===== config.mk =====
export PLATFORM = sky130hd
export DESIGN_NAME = spi_master_flat
export DESIGN_NICKNAME = d
export VERILOG_FILES = /design/src/rtl/spi_pkg.sv /design/src/rtl/spi_master_if.sv /design/src/rtl/spi_clkgen.sv /design/src/rtl/spi_master.sv /design/src/flat_wrapper.sv
export SDC_FILE = /design/constraint.sdc
export NUM_CORES = 1
export LEC_CHECK = 0
export CAP_MARGIN = 20
export CORE_ASPECT_RATIO = 2
export CORE_MARGIN = 2
export CORE_UTILIZATION = 54
export DETAILED_ROUTE_END_ITERATION = 7
export MAX_ROUTING_LAYER = met4
export PLACE_DENSITY = 0.85
export SYNTH_ARGS = -nofsm -noshare
export SYNTH_HDL_FRONTEND = slang
export SYNTH_HIERARCHICAL = 1
export SYNTH_SLANG_ARGS = --single-unit

===== constraint.sdc =====
create_clock -name clk -period 2.7 [get_ports clk]
set_clock_uncertainty 0.2 [all_clocks]
set_input_delay 0.675 -clock clk [delete_from_list [all_inputs] [get_ports clk]]
set_output_delay 0.675 -clock clk [all_outputs]
set_load 0.005 [all_outputs]

===== src/rtl/spi_pkg.sv =====
// Shared types and constants for the SPI master and its clock generator.
package spi_pkg;

    typedef enum logic [2:0] {
        IDLE       = 3'd0,
        SHIFT_LOW  = 3'd1,
        SHIFT_HIGH = 3'd2,
        CS_HOLD    = 3'd3,
        GAP        = 3'd4
    } state_e;

    localparam int FRAME_BITS = 16;
    localparam int ADDR_BITS  = 7;
    localparam int DATA_BITS  = 8;

    localparam logic RW_READ  = 1'b1;
    localparam logic RW_WRITE = 1'b0;

    // Assemble the outgoing frame, MSB first: address, R/W, then data (zeros on reads).
    function automatic logic [FRAME_BITS-1:0] build_frame(
        input logic                 rw,
        input logic [ADDR_BITS-1:0] addr,
        input logic [DATA_BITS-1:0] wdata
    );
        logic [DATA_BITS-1:0] payload;
        if (rw == RW_READ) begin
            payload = 8'h00;
        end else begin
            payload = wdata;
        end
        return {addr, rw, payload};
    endfunction

endpackage


===== src/rtl/spi_master_if.sv =====
// Command handshake plus SPI pin bundle between the master and its user/slave.
interface spi_master_if;
    import spi_pkg::*;

    logic                 start;
    logic                 rw;
    logic [ADDR_BITS-1:0] addr;
    logic [DATA_BITS-1:0] wdata;
    logic                 busy;
    logic                 done;
    logic [DATA_BITS-1:0] rdata;
    logic                 sclk;
    logic                 cs;
    logic                 mosi;
    logic                 miso;

    modport master (
        input  start, rw, addr, wdata, miso,
        output busy, done, rdata, sclk, cs, mosi
    );

    modport slave (
        output start, rw, addr, wdata, miso,
        input  busy, done, rdata, sclk, cs, mosi
    );
endinterface


===== src/rtl/spi_clkgen.sv =====
// Half-period counter: cleared by the FSM on every state change, ticks on the
// last clk cycle of each half-period.
module spi_clkgen #(
    parameter int HALF_PERIOD = 50,
    parameter int CNT_WIDTH   = 8
) (
    input  logic clk,
    input  logic reset,
    input  logic clr,
    output logic tick
);
    logic [CNT_WIDTH-1:0] cnt_q;
    logic [CNT_WIDTH-1:0] cnt_d;

    // Next count: restart on clear, otherwise advance.
    always_comb begin
        if (clr) begin
            cnt_d = {CNT_WIDTH{1'b0}};
        end else begin
            cnt_d = cnt_q + CNT_WIDTH'(1);
        end
    end

    // Counter register with synchronous reset.
    always_ff @(posedge clk) begin
        if (reset) begin
            cnt_q <= {CNT_WIDTH{1'b0}};
        end else begin
            cnt_q <= cnt_d;
        end
    end

    assign tick = (cnt_q == CNT_WIDTH'(HALF_PERIOD - 1));
endmodule


===== src/rtl/spi_master.sv =====
// SPI master issuing one 16-bit frame (addr, R/W, data) per command.
// All pin outputs come straight from flops.
module spi_master
    import spi_pkg::*;
#(
    parameter int HALF_PERIOD = 50,
    parameter int CNT_WIDTH   = 8
) (
    input  logic          clk,
    input  logic          reset,
    spi_master_if.master  bus
);
    state_e                state_q,  state_d;
    logic [3:0]            bit_q,    bit_d;
    logic [FRAME_BITS-1:0] frame_q,  frame_d;
    logic                  rw_q,     rw_d;
    logic [DATA_BITS-1:0]  shadow_q, shadow_d;
    logic [DATA_BITS-1:0]  rdata_q,  rdata_d;
    logic                  sclk_q,   sclk_d;
    logic                  cs_q,     cs_d;
    logic                  mosi_q,   mosi_d;
    logic                  busy_q,   busy_d;
    logic                  done_q,   done_d;
    logic                  tick_s;
    logic                  clr_s;

    // Keep the counter at zero in IDLE and restart it on every state change.
    assign clr_s = (state_d != state_q) || (state_q == IDLE);

    spi_clkgen #(
        .HALF_PERIOD (HALF_PERIOD),
        .CNT_WIDTH   (CNT_WIDTH)
    ) u_clkgen (
        .clk   (clk),
        .reset (reset),
        .clr   (clr_s),
        .tick  (tick_s)
    );

    // Next-state and next-output logic for the frame sequencer.
    always_comb begin
        state_d  = state_q;
        bit_d    = bit_q;
        frame_d  = frame_q;
        rw_d     = rw_q;
        shadow_d = shadow_q;
        rdata_d  = rdata_q;
        sclk_d   = sclk_q;
        cs_d     = cs_q;
        mosi_d   = mosi_q;
        busy_d   = busy_q;
        done_d   = 1'b0;

        case (state_q)
            IDLE: begin
                if (bus.start) begin
                    state_d = SHIFT_LOW;
                    frame_d = build_frame(bus.rw, bus.addr, bus.wdata);
                    rw_d    = bus.rw;
                    bit_d   = 4'd0;
                    busy_d  = 1'b1;
                    cs_d    = 1'b0;
                    sclk_d  = 1'b0;
                    mosi_d  = frame_d[FRAME_BITS-1];
                end else begin
                    busy_d  = 1'b0;
                end
            end
            SHIFT_LOW: begin
                if (tick_s) begin
                    state_d = SHIFT_HIGH;
                    sclk_d  = 1'b1;
                end else begin
                    sclk_d  = 1'b0;
                end
            end
            SHIFT_HIGH: begin
                if (tick_s) begin
                    // Sample miso at the very end of the high phase, data half of reads only.
                    if ((rw_q == RW_READ) && bit_q[3]) begin
                        shadow_d = {shadow_q[DATA_BITS-2:0], bus.miso};
                    end else begin
                        shadow_d = shadow_q;
                    end
                    sclk_d = 1'b0;
                    if (bit_q == 4'd15) begin
                        state_d = CS_HOLD;
                        mosi_d  = 1'b0;
                    end else begin
                        state_d = SHIFT_LOW;
                        bit_d   = bit_q + 4'd1;
                        frame_d = {frame_q[FRAME_BITS-2:0], 1'b0};
                        mosi_d  = frame_q[FRAME_BITS-2];
                    end
                end else begin
                    sclk_d = 1'b1;
                end
            end
            CS_HOLD: begin
                if (tick_s) begin
                    state_d = GAP;
                    cs_d    = 1'b1;
                    done_d  = 1'b1;
                    if (rw_q == RW_READ) begin
                        rdata_d = shadow_q;
                    end else begin
                        rdata_d = rdata_q;
                    end
                end else begin
                    cs_d = 1'b0;
                end
            end
            GAP: begin
                if (tick_s) begin
                    state_d = IDLE;
                    busy_d  = 1'b0;
                end else begin
                    busy_d  = 1'b1;
                end
            end
            default: begin
                state_d = IDLE;
                sclk_d  = 1'b0;
                cs_d    = 1'b1;
                mosi_d  = 1'b0;
                busy_d  = 1'b0;
            end
        endcase
    end

    // Sequencer and output registers with synchronous reset.
    always_ff @(posedge clk) begin
        if (reset) begin
            state_q  <= IDLE;
            bit_q    <= 4'd0;
            frame_q  <= {FRAME_BITS{1'b0}};
            rw_q     <= RW_WRITE;
            shadow_q <= {DATA_BITS{1'b0}};
            rdata_q  <= {DATA_BITS{1'b0}};
            sclk_q   <= 1'b0;
            cs_q     <= 1'b1;
            mosi_q   <= 1'b0;
            busy_q   <= 1'b0;
            done_q   <= 1'b0;
        end else begin
            state_q  <= state_d;
            bit_q    <= bit_d;
            frame_q  <= frame_d;
            rw_q     <= rw_d;
            shadow_q <= shadow_d;
            rdata_q  <= rdata_d;
            sclk_q   <= sclk_d;
            cs_q     <= cs_d;
            mosi_q   <= mosi_d;
            busy_q   <= busy_d;
            done_q   <= done_d;
        end
    end

    assign bus.sclk  = sclk_q;
    assign bus.cs    = cs_q;
    assign bus.mosi  = mosi_q;
    assign bus.busy  = busy_q;
    assign bus.done  = done_q;
    assign bus.rdata = rdata_q;
endmodule


===== src/flat_wrapper.sv =====
// flat-port wrapper written by rule: the top's interface ports become plain ports
module spi_master_flat import spi_pkg::*;
#(
    parameter int HALF_PERIOD = 50,
    parameter int CNT_WIDTH   = 8
)
  (clk, reset, bus_start, bus_rw, bus_addr, bus_wdata, bus_miso, bus_busy, bus_done, bus_rdata, bus_sclk, bus_cs, bus_mosi);
  spi_master_if bus_i ();
  input  logic clk;
  input  logic reset;
  input wire logic [$bits(bus_i.start)-1:0] bus_start;
  input wire logic [$bits(bus_i.rw)-1:0] bus_rw;
  input wire logic [$bits(bus_i.addr)-1:0] bus_addr;
  input wire logic [$bits(bus_i.wdata)-1:0] bus_wdata;
  input wire logic [$bits(bus_i.miso)-1:0] bus_miso;
  output wire logic [$bits(bus_i.busy)-1:0] bus_busy;
  output wire logic [$bits(bus_i.done)-1:0] bus_done;
  output wire logic [$bits(bus_i.rdata)-1:0] bus_rdata;
  output wire logic [$bits(bus_i.sclk)-1:0] bus_sclk;
  output wire logic [$bits(bus_i.cs)-1:0] bus_cs;
  output wire logic [$bits(bus_i.mosi)-1:0] bus_mosi;
  assign bus_i.start = bus_start;
  assign bus_i.rw = bus_rw;
  assign bus_i.addr = bus_addr;
  assign bus_i.wdata = bus_wdata;
  assign bus_i.miso = bus_miso;
  assign bus_busy = bus_i.busy;
  assign bus_done = bus_i.done;
  assign bus_rdata = bus_i.rdata;
  assign bus_sclk = bus_i.sclk;
  assign bus_cs = bus_i.cs;
  assign bus_mosi = bus_i.mosi;
  spi_master #(.HALF_PERIOD(HALF_PERIOD), .CNT_WIDTH(CNT_WIDTH)) u_core (.clk(clk), .reset(reset), .bus(bus_i));
endmodule

## Word level (Yosys, flattened, before mapping)

Index checks and enable logic that the tools add are counted.

- Output and inout port bits: 13
- Logic and storage cells: 72
- Input port bits: 20
- Flip-flop bits (word level): 52

- Eq/ne operators: 10
- Bitwise operators: 4
- Add/sub/neg operators: 2
- Multiplexer cells: 27
- Reduce and logical (&&, ||, !) cells: 17

Operator list:

| cell | count |
|---|---|
| 2-to-1 mux 15 bit | 3 |
| one-hot mux 15 bit (2 select lines) | 1 |
| 2-to-1 mux 3 bit | 5 |
| one-hot mux 3 bit (5 select lines) | 1 |
| 2-to-1 mux 4 bit | 3 |
| one-hot mux 1 bit (3 select lines) | 3 |
| AND reduction 3 bit | 3 |
| OR reduction 3 bit | 3 |
| adder 8 x 1 -> 8 bit (second input constant) | 1 |
| equality test 8 x 6 -> 1 bit (second input constant) | 1 |
| 2-to-1 mux 8 bit | 1 |
| one-hot mux 4 bit (2 select lines) | 1 |
| 2-to-1 mux 1 bit | 7 |
| equality test 3 x 2 -> 1 bit (second input constant) | 2 |
| AND reduction 2 bit | 3 |
| OR reduction 2 bit | 3 |
| adder 4 x 1 -> 4 bit (second input constant) | 1 |
| equality test 4 bit (second input constant) | 1 |
| inequality test 2 bit (second input constant) | 2 |
| inverter 1 bit | 4 |
| one-hot mux 1 bit (4 select lines) | 1 |
| AND reduction 4 bit | 1 |
| equality test 3 x 1 -> 1 bit (second input constant) | 1 |
| equality test 3 bit (second input constant) | 1 |
| other kinds (7) | 7 |

## Logic depth before layout (Yosys ltp)

- Depth in word-level cells: 7
- Depth in mapped cells: 8
- Depth with buffers taken out: 7

## By module

The synthesis kept the hierarchy.

By module, submodules not included:

| module | sequential area each (µm²) | cells each | area each (µm²) | instances |
|---|---|---|---|---|
| spi_master | 880.8 | 219 | 2013.2 | 1 |
| spi_clkgen | 160.2 | 38 | 342.8 | 1 |

## Worst setup path before layout

OpenSTA, ideal clock, no wires.

- Path kind: register to register
- Start point: register u_core.u_clkgen.cnt_q[0]
- End point: register u_core.shadow_q[0]
- Setup time: 128 ps
- Stages on the path, launching flop included: 8
- Path slack: 520 ps
- Required time: 2372 ps
- Clock period less this slack: 2180 ps
- Arrival: 1853 ps
- Buffers on the path: 1
- Cell sequence: dfxtp_1 -> ha_1 -> nor4bb_1 -> and4bb_1 -> and3_1 -> buf_4 -> mux2i_1 -> nor2_1

- Cells in the longest elaborated chain, start to end: 2

RTL lines:

| element | RTL line | source |
|---|---|---|
| from (decl) | spi_clkgen.sv:12 | `logic [CNT_WIDTH-1:0] cnt_q;` |
| from (signal assigned) | spi_clkgen.sv:27 | `cnt_q <= {CNT_WIDTH{1'b0}};` |
| from (signal assigned) | spi_clkgen.sv:29 | `cnt_q <= cnt_d;` |
| equality test 8 x 6 -> 1 bit | spi_clkgen.sv:33 | `assign tick = (cnt_q == CNT_WIDTH'(HALF_PERIOD - 1));` |
| net u_core.tick_s | spi_master.sv:24 | `logic tick_s;` |
| AND reduction 3 bit (no line) | n/a |  |
| to (signal assigned) | spi_master.sv:138 | `shadow_q <= {DATA_BITS{1'b0}};` |
| to (signal assigned) | spi_master.sv:150 | `shadow_q <= shadow_d;` |
| to (decl) | spi_master.sv:17 | `logic [DATA_BITS-1:0] shadow_q, shadow_d;` |

The timed path passes the listed nets, and every way through them passes these cells.
A chain may end at the register's enable or synchronous reset.

## Worst setup path in the final report

- Start point: register u_core.u_clkgen.cnt_q[0]
- End point: register u_core.frame_q[14]

- Cells in the longest elaborated chain, start to end: 3

RTL lines:

| element | RTL line | source |
|---|---|---|
| equality test 8 x 6 -> 1 bit | spi_clkgen.sv:33 |  |
| net u_core.tick_s | spi_master.sv:24 |  |
| inequality test 2 x 1 -> 1 bit (no line) | n/a |  |
| AND reduction 4 bit (no line) | n/a |  |
| to (signal assigned) | spi_master.sv:136 | `frame_q <= {FRAME_BITS{1'b0}};` |
| to (signal assigned) | spi_master.sv:148 | `frame_q <= frame_d;` |
| to (decl) | spi_master.sv:15 | `logic [FRAME_BITS-1:0] frame_q, frame_d;` |

The timed path passes the listed nets, and every way through them passes these cells.

==> run_results.csv <==
group,metric,value,unit
run_status,status,"finished clean",
detailed_routing,drc,0,
power,p_per_area,522,nW/um2
synthesis,async_flop_share,0,%
clocking,cts.reportedPaths.clkPinSlew,0.10,ns
floorplanning,ios,33,
timing,final-max-slew-violation-count,0,
setup_path,cp.required,2.71,ns
synthesis,synth_top_area_cell,"dfxtp_1",
setup_path,rrSetupSlack,0.26,ns
grt,grt_pass1_wl,7.99,mm
timing,finalHoldViolations,0,
final_layout,final_common_cell,"dfxtp_1",
timing,post-route-min-period,2.44,ns
setup_path,start_kind,"flop",
final_layout,final_layout_size_suffix_gt1_share,10.1,%
timing,hold-worst-slack,0.293,ns
timing,setup_slack,0.258,ns
clocking,clk-insertion-delay-late,0.31,ns
synthesis,synth.avg_cell_area,9.17,um2
floorplanning,die_x,50.7,um
detailed_routing,drt_wl_total,4.49,mm
floorplanning,dieArea,4940,um2
grt,grt_start_max_net_pins,24,
place,placed_area,2720,um2
clocking,cts_num_sinks,52,
synthesis,syn_area,2360,um2
grt,grt_use_total,20.5,%
grt,antenna_found_initial,0,
detailed_routing,vias,1927,
final_layout,antenna-diode-count,0,
place,pre_cts_slack,0.103,ns
clocking,htree_levels,2,
detailed_routing,route.antenna.remaining_nets,0,
synthesis,synthTopCellsByArea,"dfxtp_1 44%, mux2i_1 11%, nor2_1 7.2%",
final_layout,layout.nets,310,
grt,overflow,0,
clocking,postCtsResizedCells,0,
synthesis,synth_top_area_share,44.2,%
synthesis,ys_ff_latch,52,
synthesis,syn_nets,280,
floorplanning,die_height,97.4,um
clocking,hold_buffers,0,
floorplanning,core-area,4250,um2
clocking,cts_root_buf,"clkbuf_8",
final_layout,fin_area,2830,um2
synthesis,synth_flop_cell,"dfxtp_1",
floorplanning,start_util,55.4,%
power,vdd_drop_max,420,uV
synthesis,yosys_warnings,6,
floorplanning,rows,34,
final_layout,final_cell_mix,"52 x dfxtp_1, 45 x nor2_1, 32 x clkdlybuf4s50_1",
setup_path,critPathMaxFanout,23,
timing,rsz0062_at_grt,"false",
clocking,post_cts_buffers,0,
synthesis,synth_cell_types,45,
final_layout,area_delta_synth_final,20.1,%
clocking,numCtsBuffers,5,
timing,worstMarginPinSlew,0.576,ns
timing,fmax,410,MHz
timing,finalCritPeriodShare,90.4,%
job,timing.max_cap.violations,0,
synthesis,seq_area_frac_synth,44.2,%
place,hpwl,3.16,mm
place,io_buffers,32,
grt,grt_pass1_vias,1882,
synthesis,syn_inst,257,
setup_path,path_class,"flop to flop",
power,finalPower,1480,uW
worst_hold_path,hold_path.class,"flop to flop",
detailed_routing,drtPass1Iterations,4,
detailed_routing,viasPerCell,5.63,
timing,setup_violations,0,
power,leakagePower,0.000985,uW
detailed_routing,drt_iter0_drc,46,
detailed_routing,wl_per_cell,13.1,um
setup_path,arrival,2.46,ns
setup_path,endpoint_kind,"flop",
timing,relSlewSlack,61.6,%
clocking,cts_max_path_buffers,2,
place,routabilityCongestion,0.773,
synthesis,synth-edff-count,0,
clocking,cts_tree,"built",
timing,tns,0,ns
[stage by stage]
stage | util (%) | instances
2_1_floorplan | - | 257
3_3_place_gp | 63.9 | 334
3_5_place_dp | 63.9 | 334
4_1_cts | 66.5 | 342
5_1_grt | 66.5 | 342
6_report | 66.5 | 342
[sequential cells by signal (all words and copies together), names as in the netlist, 3 cells and up]
register,flops
u_core/frame_q,15
u_core/bus.rdata,8
u_core/shadow_q,8
u_core/u_clkgen/cnt_q,8
u_core/bit_q,4
u_core/state_q,3
[critical path, cell delays in order (launching register included)]
cell	delay (ns)
dfxtp_1	0.44
ha_1	0.17
nor4bb_1	0.26
buf_4	0.23
and4bb_1	0.30
a21o_2	0.42
nor2_1	0.08
a211oi_1	0.22
[Yosys cell counts (2+ instances only)]
cell type	instances
nand2b_1	2
o21ai_0	8
nor3_1	10
nor2b_1	2
inv_1	7
a211oi_2	4
nor2_1	45
nand3_1	8
dfxtp_1	52
xnor2_1	3
nand2_1	8
mux2i_1	25
ha_1	3
buf_2	5
clkbuf_1	9
or3_1	5
buf_4	4
o21a_1	3
nand4b_1	2
a21oi_1	10
nor3b_1	8
a211oi_1	11
[area by class of cell]
class,instances,area (um2)
clock buffers,5,68.8
clock inverters,3,42.5
fillers,357,1420
inverters,7,26.3
multi-input cells,179,1190
flip-flops and latches,52,1040
well taps,54,67.6
repair buffers,42,395
[cells by family (layout without fill, tap and decap cells)]
family	Yosys count	after routing	share of synthesized area, %
AND/OR/NAND/NOR	99	99	22.1
flip-flops	52	52	44.2
AO/OA/AOI/OAI	47	47	14.2
multiplexers	26	26	11.1
buffers and inverters	26	57	5.36
XOR/XNOR	4	4	1.49
adder cells (fa/ha/maj)	3	3	1.59
[path summary, 6_finish.rpt]
kind	to	start	cells after the start
worst max-delay path	u_core/frame_q[14]	u_core/u_clkgen/cnt_q[0]	7
worst min-delay path	u_core/bit_q[1]	u_core/bit_q[1]	2
worst max register to register	u_core/frame_q[14]	u_core/u_clkgen/cnt_q[0]	7
worst min register to register	u_core/bit_q[1]	u_core/bit_q[1]	2
[per-layer routing]
| layer | routed length, um | track usage [%] | part of all wire [%] | vias to the layer above |
|---|---|---|---|---|
| met3 | 147 | 2.31 | 3.3 | 9 |
| met5 | 0 | - | 0 | - |
| met1 | 1950 | 25.0 | 43 | 911 |
| met4 | 91 | 8.32 | 2.0 | 0 |
| li1 | - | - | - | 964 |
| met2 | 2300 | 33.7 | 51 | 43 |
[where the power goes]
part	switching, uW	internal [uW]	leakage (uW)	total [uW]
combinational	65.6	72.9	0.000508	138
clock	253	274	0.0000541	527
sequential	19.7	792	0.000423	812
Power figures use the tool's default switching activity.
